--- src/rtl/fft_data_input.sv ---
// Frame source for the FFT core: a 2*NFFT x 32 word RAM loaded by software,
// streamed out as NFFT complex beats {IM, RE} on an AXI4-Stream master.
module fft_data_input #(
  parameter int NFFT = 8,
  localparam int AW = $clog2(NFFT*2),
  localparam int IW = $clog2(NFFT)
) (
  input  logic          clk,
  input  logic          resetn,
  input  logic          wEn,
  input  logic [AW-1:0] wAddr,
  input  logic [31:0]   wData,
  input  logic          start,
  output logic          tvalid,
  input  logic          tready,
  output logic          tlast,
  output logic [63:0]   tdata,
  output logic          busy,
  output logic          sent
);

  typedef enum logic [1:0] {IDLE, SENDING, DONE} state_t;

  state_t        state_q, state_d;
  logic [IW-1:0] i_q, i_d;
  logic          sent_q, sent_d;
  logic [31:0]   ram [NFFT*2];

  wire last_idx = (i_q == IW'(NFFT-1));

  // Writes are only taken in IDLE so an in-flight frame can never change.
  always_ff @(posedge clk) begin
    if (wEn && state_q == IDLE) ram[wAddr] <= wData;
  end

  always_ff @(posedge clk or negedge resetn) begin
    if (!resetn) begin
      state_q <= IDLE;
      i_q     <= '0;
      sent_q  <= 1'b0;
    end else begin
      state_q <= state_d;
      i_q     <= i_d;
      sent_q  <= sent_d;
    end
  end

  always_comb begin
    state_d = state_q;
    i_d     = i_q;
    sent_d  = 1'b0;
    case (state_q)
      IDLE: begin
        i_d = '0;
        if (start) state_d = SENDING;
      end
      SENDING: begin
        if (tready) begin
          i_d = i_q + 1'b1;
          if (last_idx) begin
            state_d = DONE;
            sent_d  = 1'b1;
          end
        end
      end
      DONE:    state_d = IDLE;
      default: state_d = IDLE;
    endcase
  end

  assign tvalid = (state_q == SENDING);
  assign busy   = (state_q != IDLE);
  assign sent   = sent_q;
  assign tlast  = tvalid && last_idx;
  assign tdata  = {ram[{i_q, 1'b1}], ram[{i_q, 1'b0}]};

endmodule
--- config.mk ---
export PLATFORM = sky130hd
export DESIGN_NAME = fft_data_input
export DESIGN_NICKNAME = d
export VERILOG_FILES = /design/src/rtl/fft_data_input.sv
export SDC_FILE = /design/constraint.sdc
export NUM_CORES = 1
export LEC_CHECK = 0
export BUFFER_PORTS_ARGS = -buffer_cell sky130_fd_sc_hd__buf_2
export CAP_MARGIN = 20
export CORE_AREA = 4 4 194 196
export DETAILED_ROUTE_END_ITERATION = 10
export DIE_AREA = 0 0 198 200
export GPL_TIMING_DRIVEN = 0
export PLACE_DENSITY = 0.82
export SYNTH_ARGS = -nofsm -noshare
export SYNTH_HDL_FRONTEND = slang
export SYNTH_SLANG_ARGS = --single-unit
--- constraint.sdc ---
create_clock -name clk -period 5.15 [get_ports clk]
set_input_delay 0.7725 -clock clk [delete_from_list [all_inputs] [get_ports clk]]
set_output_delay 0.7725 -clock clk [all_outputs]
set_load 0.02 [all_outputs]
==> results of run 1 <==
==> Yosys cell counts (all sizes together) <==
cell type	instances
nand4	1
nor2b	2
a22o	5
or3b	3
edfxtp	512
clkbuf	14
buf	24
inv	2
mux2	64
ha	2
nand2b	3
nor2	17
nand2	2
mux4	128
a311oi	1
dfrtp	6
mux2i	1
nor3	4
or3	1
==> final timing paths <==
check	startpoint	to	slack, ps	depth (start not counted)
max in group asynchronous	resetn	sent$_DFF_PN0_	4920	1
min in group clk	tready	state_q[0]$_DFFE_PN0P_	480	2
min reg2reg	i_q[0]$_DFFE_PN0P_	i_q[1]$_DFFE_PN0P_	780	3
min	resetn	state_q[1]$_DFFE_PN0P_	50	1
max	i_q[2]$_DFFE_PN0P_	tdata[34]	1410	5
max reg2reg	state_q[1]$_DFFE_PN0P_	ram[1][24]$_DFFE_PP_	1890	6
==> metrics by stage <==
| step | setup slack (ps) | power, mW | instance area (µm²) |
|---|---|---|---|
| after floorplan | 916 | 6.91 | 19600 |
| after global placement | -1520 | 7.79 | 20700 |
| after detailed placement | 1610 | 7.87 | 21300 |
| after CTS | 1330 | 11.5 | 22800 |
| after global routing | 1310 | 11.8 | 22800 |
| final | 1410 | 11.4 | 22800 |
==> cells by family (layout without fill, tap and decap cells) <==
kind of cell,Yosys count,count (layout)
AOI/OAI and AO/OA,6,6
buffers and inverters,40,259
and+or+nand+nor,33,33
DFF,518,518
muxes,193,193
adders and majority gates,2,2
==> flip-flops by register name, indices dropped and copies added (netlist names) <==
name	count
i_q	3
state_q	2
sent	1
ram	512
==> power breakdown <==
group	internal [mW]	leakage (nW)	total (mW)	switching, mW
combinational	1.37	1.85	3.08	1.71
clock	2.12	0.785	3.60	1.48
sequential	4.67	4.68	4.69	0.0185
total	8.17	7.31	11.4	3.21
==> cell type report <==
type,count,share of cell area [%]
plain buffers,38,1.01
clock inverters,27,1.33
clock buffers,60,5.64
well taps,468,2.56
repair buffers,132,4.12
multi-input cells,234,17.3
flip-flops and latches,518,68.0
inverters,2,0.0329
==> worst max-delay path: cells and delay by family (launching register included) <==
kind / cells / cell delay, ps
buf+inv: 3 / 1160
mux: 2 / 780
flops: 1 / 460
==> metal layers <==
layer	GRT usage (%)	vias up	wire, µm
li1	-	3751	-
met1	29.6	4845	16400
met2	37.5	455	22500
met3	4.11	78	3090
met4	6.61	4	1120
met5	0	-	27
==> results.md, run 1 <==
* Outcome: complete, no violations
* Layout cells sized above 1 at 41.9%
* Max_slew headroom at 32.7%
* Cell at the root of the clock tree: sky130_fd_sc_hd__clkbuf_16
* Number of instances in the placed design at 1392
* Pin count of the biggest net entering global routing at 23
* N_diodes at 0
* TritonCTS clock tree: built
* Worst Setup End Kind: primary output
* Period Utilization, post-route at 72.6%
* Maximum number of buffers from clock root to sink at 3
* Post-synthesis compound-gate area fraction at 0.268%
* Standard cell with the maximum stage delay on the critical path: sky130_fd_sc_hd__buf_1
* Number of failing setup endpoints in the final timing report at 0
* # rows at 70
* Seq. cell area at 15500 µm²
* Final TNS setup at 0 ps
* Vias per std cell at 6.18
* Post-detailed-route wirelength per cell at 29.1 µm
* Main combinational cell family by area after synthesis: multiplexers
* Remaining number of nets flagged by the antenna check after routing at 0
* Commonest cells after routing, fill and taps aside: 512 x sky130_fd_sc_hd__edfxtp_1, 128 x sky130_fd_sc_hd__mux4_2, 112 x sky130_fd_sc_hd__buf_2
* Non-filler instance count after layout at 1479
* Unique masters post-synth at 21
* Share of the yosys chip area belonging to registers at 79.1%
* Mapped Nets at 835
* P_leak at 7.31 nW
* Num CTS Buffers at 48
* Number of search-and-repair iterations in the first detailed-routing pass at 5
* Number of H-tree levels at 2
* Slew Limit Fails at 0
* Synth Register Bits at 518
* CP startpoint kind: register
* Number of clock sinks seen by CTS at 518
* Placer's final routability congestion estimate at 0.732
* Final HPWL DP at 26.8 mm
* Final hold viol count at 0
* First-pass GRT wire length at 63.3 mm
* CP max stage delay at 690 ps
* Largest area contributor in the netlist: sky130_fd_sc_hd__edfxtp_1
* WP data required at 4380 ps
* CTS-repair resized insts at 0
* RSZ-0062 raised after global routing: no
* Aggregate global-route resource usage at 22.0%
* Per-instance average area after synthesis at 24.8 µm²
* Maximum fanout encountered on the critical timing path at 10
* Setup Crit Path Kind: register to primary output
* Worst hold margin at 52.7 ps
* Gr ovfl total at 0
* MaxCap Viol Count at 0
* Detailed-route via count at 9133
* Measured slew at the worst slew-check pin at 1000 ps
* Antenna violations before repair at 2
* Insertion delay to the later sink of the worst-skew pair at 550 ps
* Area of combinational cells with multiple inputs at 3960 µm²
* Most frequent standard cell in the layout excluding fill and tap cells: sky130_fd_sc_hd__edfxtp_1
* Main area contributors after synthesis: sky130_fd_sc_hd__edfxtp_1 78%, sky130_fd_sc_hd__mux4_2 15%, sky130_fd_sc_hd__mux2_2 3.7%
* Post-CTS clock slew at the launch and capture registers of the worst setup and hold paths at 60 ps
* Post-route clock skew at 13.1 ps
* Path type of the worst min-delay path: input pin to async pin
* Upper clock frequency limit at 0.267 GHz
* Overall die area at 39600 µm²
* Synthesis-to-layout area growth at 16.5%
* Endpoint arrival time on the critical path at 2970 ps
* Net count of the finished layout at 1017
* Remaining DRCs at 0
* Via count of the first global-routing pass at 9565
* Fraction of synthesized cell area in xor and xnor cells at 0%
* Total standard cell area after synthesis at 19600 µm²
* Core footprint at 36100 µm²
* Die Width at 198 µm
* Dominant cell type by count on the critical path: sky130_fd_sc_hd__buf_2
* Final Util at 63.3%
* Area share of the largest cell type after synthesis at 78.4%
* Mapped Cells at 792
* Y dimension of the die at 200 µm
* Filler instances at 2294
* Share of synthesized cell area in full adder, half adder and majority cells at 0.128%
* Routed Wire Length at 43.1 mm
* Initial Utilization at 54.4%
* First-iteration detailed-routing DRC count at 922
* Setup bufs post-CTS at 0
* Basic-gate share of the synthesized area counting and, or, nand and nor cells at 0.823%
* Multiplexer share of the synthesized area at 18.4%
* I/O pin count at 109
* Maximum VDD drop at 0.000268 V
* Number of synthesis warnings at 0
* Count of hold-fix buffers inserted at cts at 0
* Chain of cells forming the critical path: buf_2 > buf_1 > mux4_2 > mux2_2 > buf_2
* Post-layout min period at 3740 ps
* Number of buffer cells added on primary ports at 108
* Pwr Density at 498 nW/µm²
Note: power is estimated with default switching activity, not from simulation.
==> inputs of run 2 (changes only) <==
--- a/config.mk
+++ b/config.mk
@@ -11,7 +11,7 @@
 export DETAILED_ROUTE_END_ITERATION = 10
 export DIE_AREA = 0 0 198 200
 export GPL_TIMING_DRIVEN = 0
-export PLACE_DENSITY = 0.82
+export PLACE_DENSITY = 0.84
 export SYNTH_ARGS = -nofsm -noshare
 export SYNTH_HDL_FRONTEND = slang
 export SYNTH_SLANG_ARGS = --single-unit
==> constraint.sdc (replaced) <==
create_clock -name clk -period 3 [get_ports clk]
set_input_delay 0.45 -clock clk [delete_from_list [all_inputs] [get_ports clk]]
set_output_delay 0.45 -clock clk [all_outputs]
set_load 0.02 [all_outputs]
==> run 2 against run 1 <==
Flip-flop and latch count unchanged. Critical path type unchanged. Largest cell class unchanged. Count of clock-buffer cells in the layout rose by 5. Combinational power grew 71%. Wire length up 0.55%. Setup slack got worse by 1300 ps. Via count is 1.1% higher. Highest routed layer unchanged. Register-to-register slack got worse by 1800 ps. Non-clock buffer count decreased by 2. Power grew 70%. Core utilization rose by 0.50 points. Critical path depth fell by 1. First-iteration DRC count rose by 19%.
==> results.md, run 2 (synthesis gave the netlist of run 1 again) <==
* Outcome: complete, no violations (unchanged)
* Number of H-tree levels at 2 (unchanged)
* N_diodes at 0 (unchanged)
* Final HPWL DP at 25.9 mm (was 26.8 mm)
* Worst hold margin at 175 ps (was 52.7 ps)
* Register-to-register path setup slack at 80 ps (was 1890 ps)
* Commonest cells after routing, fill and taps aside: 512 x sky130_fd_sc_hd__edfxtp_1, 128 x sky130_fd_sc_hd__mux4_2, 115 x sky130_fd_sc_hd__buf_2 (was 512 x sky130_fd_sc_hd__edfxtp_1, 128 x sky130_fd_sc_hd__mux4_2, 112 x sky130_fd_sc_hd__buf_2)
* # rows at 70 (unchanged)
* Final TNS setup at 0 ps (unchanged)
* Post-route standard cell area excluding fillers at 23000 µm² (was 22800 µm²)
* Maximum fanout encountered on the critical timing path at 10 (unchanged)
* Worst hold start: tready
* Post-detailed-route wirelength per cell at 29.2 µm (was 29.1 µm)
* Most frequent standard cell in the layout excluding fill and tap cells: sky130_fd_sc_hd__edfxtp_1 (unchanged)
* Max_slew headroom at 45.4% (was 32.7%)
* RSZ-0062 raised after global routing: no (unchanged)
* Endpoint of the worst hold-timing path: state_q[0]$_DFFE_PN0P_
* Placed cell areas at 21300 µm² (about the same)
* CP startpoint kind: register (unchanged)
* Number of failing setup endpoints in the final timing report at 0 (unchanged)
* Final hold viol count at 0 (unchanged)
* Slew Limit Fails at 0 (unchanged)
* Chain of cells forming the critical path: clkbuf_2 > clkdlybuf4s18_2 > mux2_2 > buf_2 (was buf_2 > buf_1 > mux4_2 > mux2_2 > buf_2)
* Non-filler instance count after layout at 1484 (was 1479)
* Post-CTS clock slew at the launch and capture registers of the worst setup and hold paths at 60 ps (about the same)
* Maximum VDD drop at 0.000776 V (was 0.000268 V)
* I/O pin count at 109 (unchanged)
* Depth of the worst hold-timing path at 2
* First-iteration detailed-routing DRC count at 1095 (was 922)
* Overall die area at 39600 µm² (unchanged)
* Initial Utilization at 54.4% (unchanged)
* Cell at the root of the clock tree: sky130_fd_sc_hd__clkbuf_16 (unchanged)
* Antenna violations before repair at 1 (was 2)
* Detailed-route via count at 9230 (was 9133)
* Number of instances in the placed design at 1388 (was 1392)
* Synthesis-to-layout area growth at 17.4% (was 16.5%)
* Remaining number of nets flagged by the antenna check after routing at 0 (unchanged)
* Endpoint arrival time on the critical path at 2480 ps (was 2970 ps)
* Depth of the worst register-to-register path at 5 (was 6)
* Number of buffer cells added on primary ports at 108 (unchanged)
* Vias per std cell at 6.22 (was 6.18)
* Register containing the most flip-flops in the final layout: ram (unchanged)
* Standard cell with the maximum stage delay on the critical path: sky130_fd_sc_hd__clkdlybuf4s18_2 (was sky130_fd_sc_hd__buf_1)
* Die Width at 198 µm (unchanged)
* Upper clock frequency limit at 0.341 GHz
* Post-route clock skew at 11.2 ps (was 13.1 ps)
* Flip-flop count of the largest register after layout at 512 (unchanged)
* WP data required at 2550 ps (was 4380 ps)
* Y dimension of the die at 200 µm (unchanged)
* Insertion delay to the later sink of the worst-skew pair at 550 ps (about the same)
* Pin count of the biggest net entering global routing at 23 (unchanged)
* Pwr Density at 842 nW/µm² (was 498 nW/µm²)
* Measured slew at the worst slew-check pin at 816 ps (was 1000 ps)
* Placer's final routability congestion estimate at 0.716 (was 0.732)
* Gr ovfl total at 0 (unchanged)
* Setup Crit Path Kind: register to primary output (unchanged)
* Layout cells sized above 1 at 43.5% (was 41.9%)
* Number of clock sinks seen by CTS at 518 (unchanged)
* Net count of the finished layout at 1017 (unchanged)
* Via count of the first global-routing pass at 9750 (was 9565)
* P_leak at 7.41 nW (was 7.31 nW)
* CP max stage delay at 520 ps (was 690 ps)
* Maximum number of buffers from clock root to sink at 3 (unchanged)
* Aggregate global-route resource usage at 22.2% (was 22.0%)
* Post-layout min period at 2930 ps
* Remaining DRCs at 0 (unchanged)
* Core footprint at 36100 µm² (unchanged)
* Routed Wire Length at 43.3 mm (was 43.1 mm)
* Worst r2r dst: ram[2][22]$_DFFE_PP_ (was ram[1][24]$_DFFE_PP_)
* Path type of the worst min-delay path: input pin to register (was input pin to async pin)
* Period Utilization, post-route at 97.7%
* Num CTS Buffers at 50 (was 48)
* TritonCTS clock tree: built (unchanged)
* Worst Setup End Kind: primary output (unchanged)
* MaxCap Viol Count at 0 (unchanged)
* First-pass GRT wire length at 63.9 mm (was 63.3 mm)
* Number of search-and-repair iterations in the first detailed-routing pass at 5 (unchanged)
* Critical register-to-register path startpoint: state_q[1]$_DFFE_PN0P_ (unchanged)
* Top flop regs: ram (512), i_q (3), state_q (2) (unchanged)
run 2: worst max-delay path by stage:
stage / start / endpoint / slack [ps] / depth (start not counted)
after floorplan: state_q[0]$_DFFE_PN0P_ / ram[13][0]$_DFFE_PP_ / -160 / 4
after global routing: state_q[1]$_DFFE_PN0P_ / ram[9][21]$_DFFE_PP_ / 5 / 5
after detailed placement: state_q[1]$_DFFE_PN0P_ / ram[1][21]$_DFFE_PP_ / 80 / 6
after global placement: state_q[0]$_DFFE_PN0P_ / ram[6][19]$_DFFE_PP_ / -1780 / 4
final: i_q[1]$_DFFE_PN0P_ / tdata[32] / 70 / 4
after CTS: i_q[2]$_DFFE_PN0P_ / tdata[12] / 8 / 4
run 2: layout make-up:
class                           count  area [µm²]
Fill cell                        2295       13100
Tap cell                          468         586
Timing Repair Buffer              131        1040
Multi-Input combinational cell    234        3990
Sequential cell                   518       15500
Buffer                             37         279
Clock inverter                     29         186
Inverter                            2        7.51
Clock buffer                       65        1410
run 2: timing repair:
action,4_1_cts,5_1_grt
pin swaps,0,1
setup buffers,0,2
setup endpoints to repair,64,33
endpoints found under the hold margin,6,0
gates resized for setup,29,8
hold buffers,1,0
run 2: worst max-delay path: cells and delay by family, from the launching register on:
family | cells | cell delay [ps]
buffers and inverters | 3 | 1060
flip-flops | 1 | 420
multiplexers | 1 | 440
run 2: power breakdown:
part	internal, mW	switching, mW	leakage (nW)	total (mW)
Combinational	2.40	2.87	1.94	5.27
Clock	3.48	2.57	0.788	6.05
Sequential	8.03	0.0418	4.67	8.07
run 2: metal layers:
layer	routed length, µm	global-route usage [%]
met1	16900	31.3
met2	22200	37.0
met3	3320	4.36
met4	835	4.97
met5	11	0
run 2: per-stage QoR:
step	setup WS, ps	power [mW]	utilization, %
2_1_floorplan	-164	11.9	-
3_3_place_gp	-1780	13.4	57.6
3_5_place_dp	82.5	13.5	59.2
4_1_cts	7.97	19.6	63.7
5_1_grt	5.37	20.1	63.8
6_report	69.7	19.4	63.8
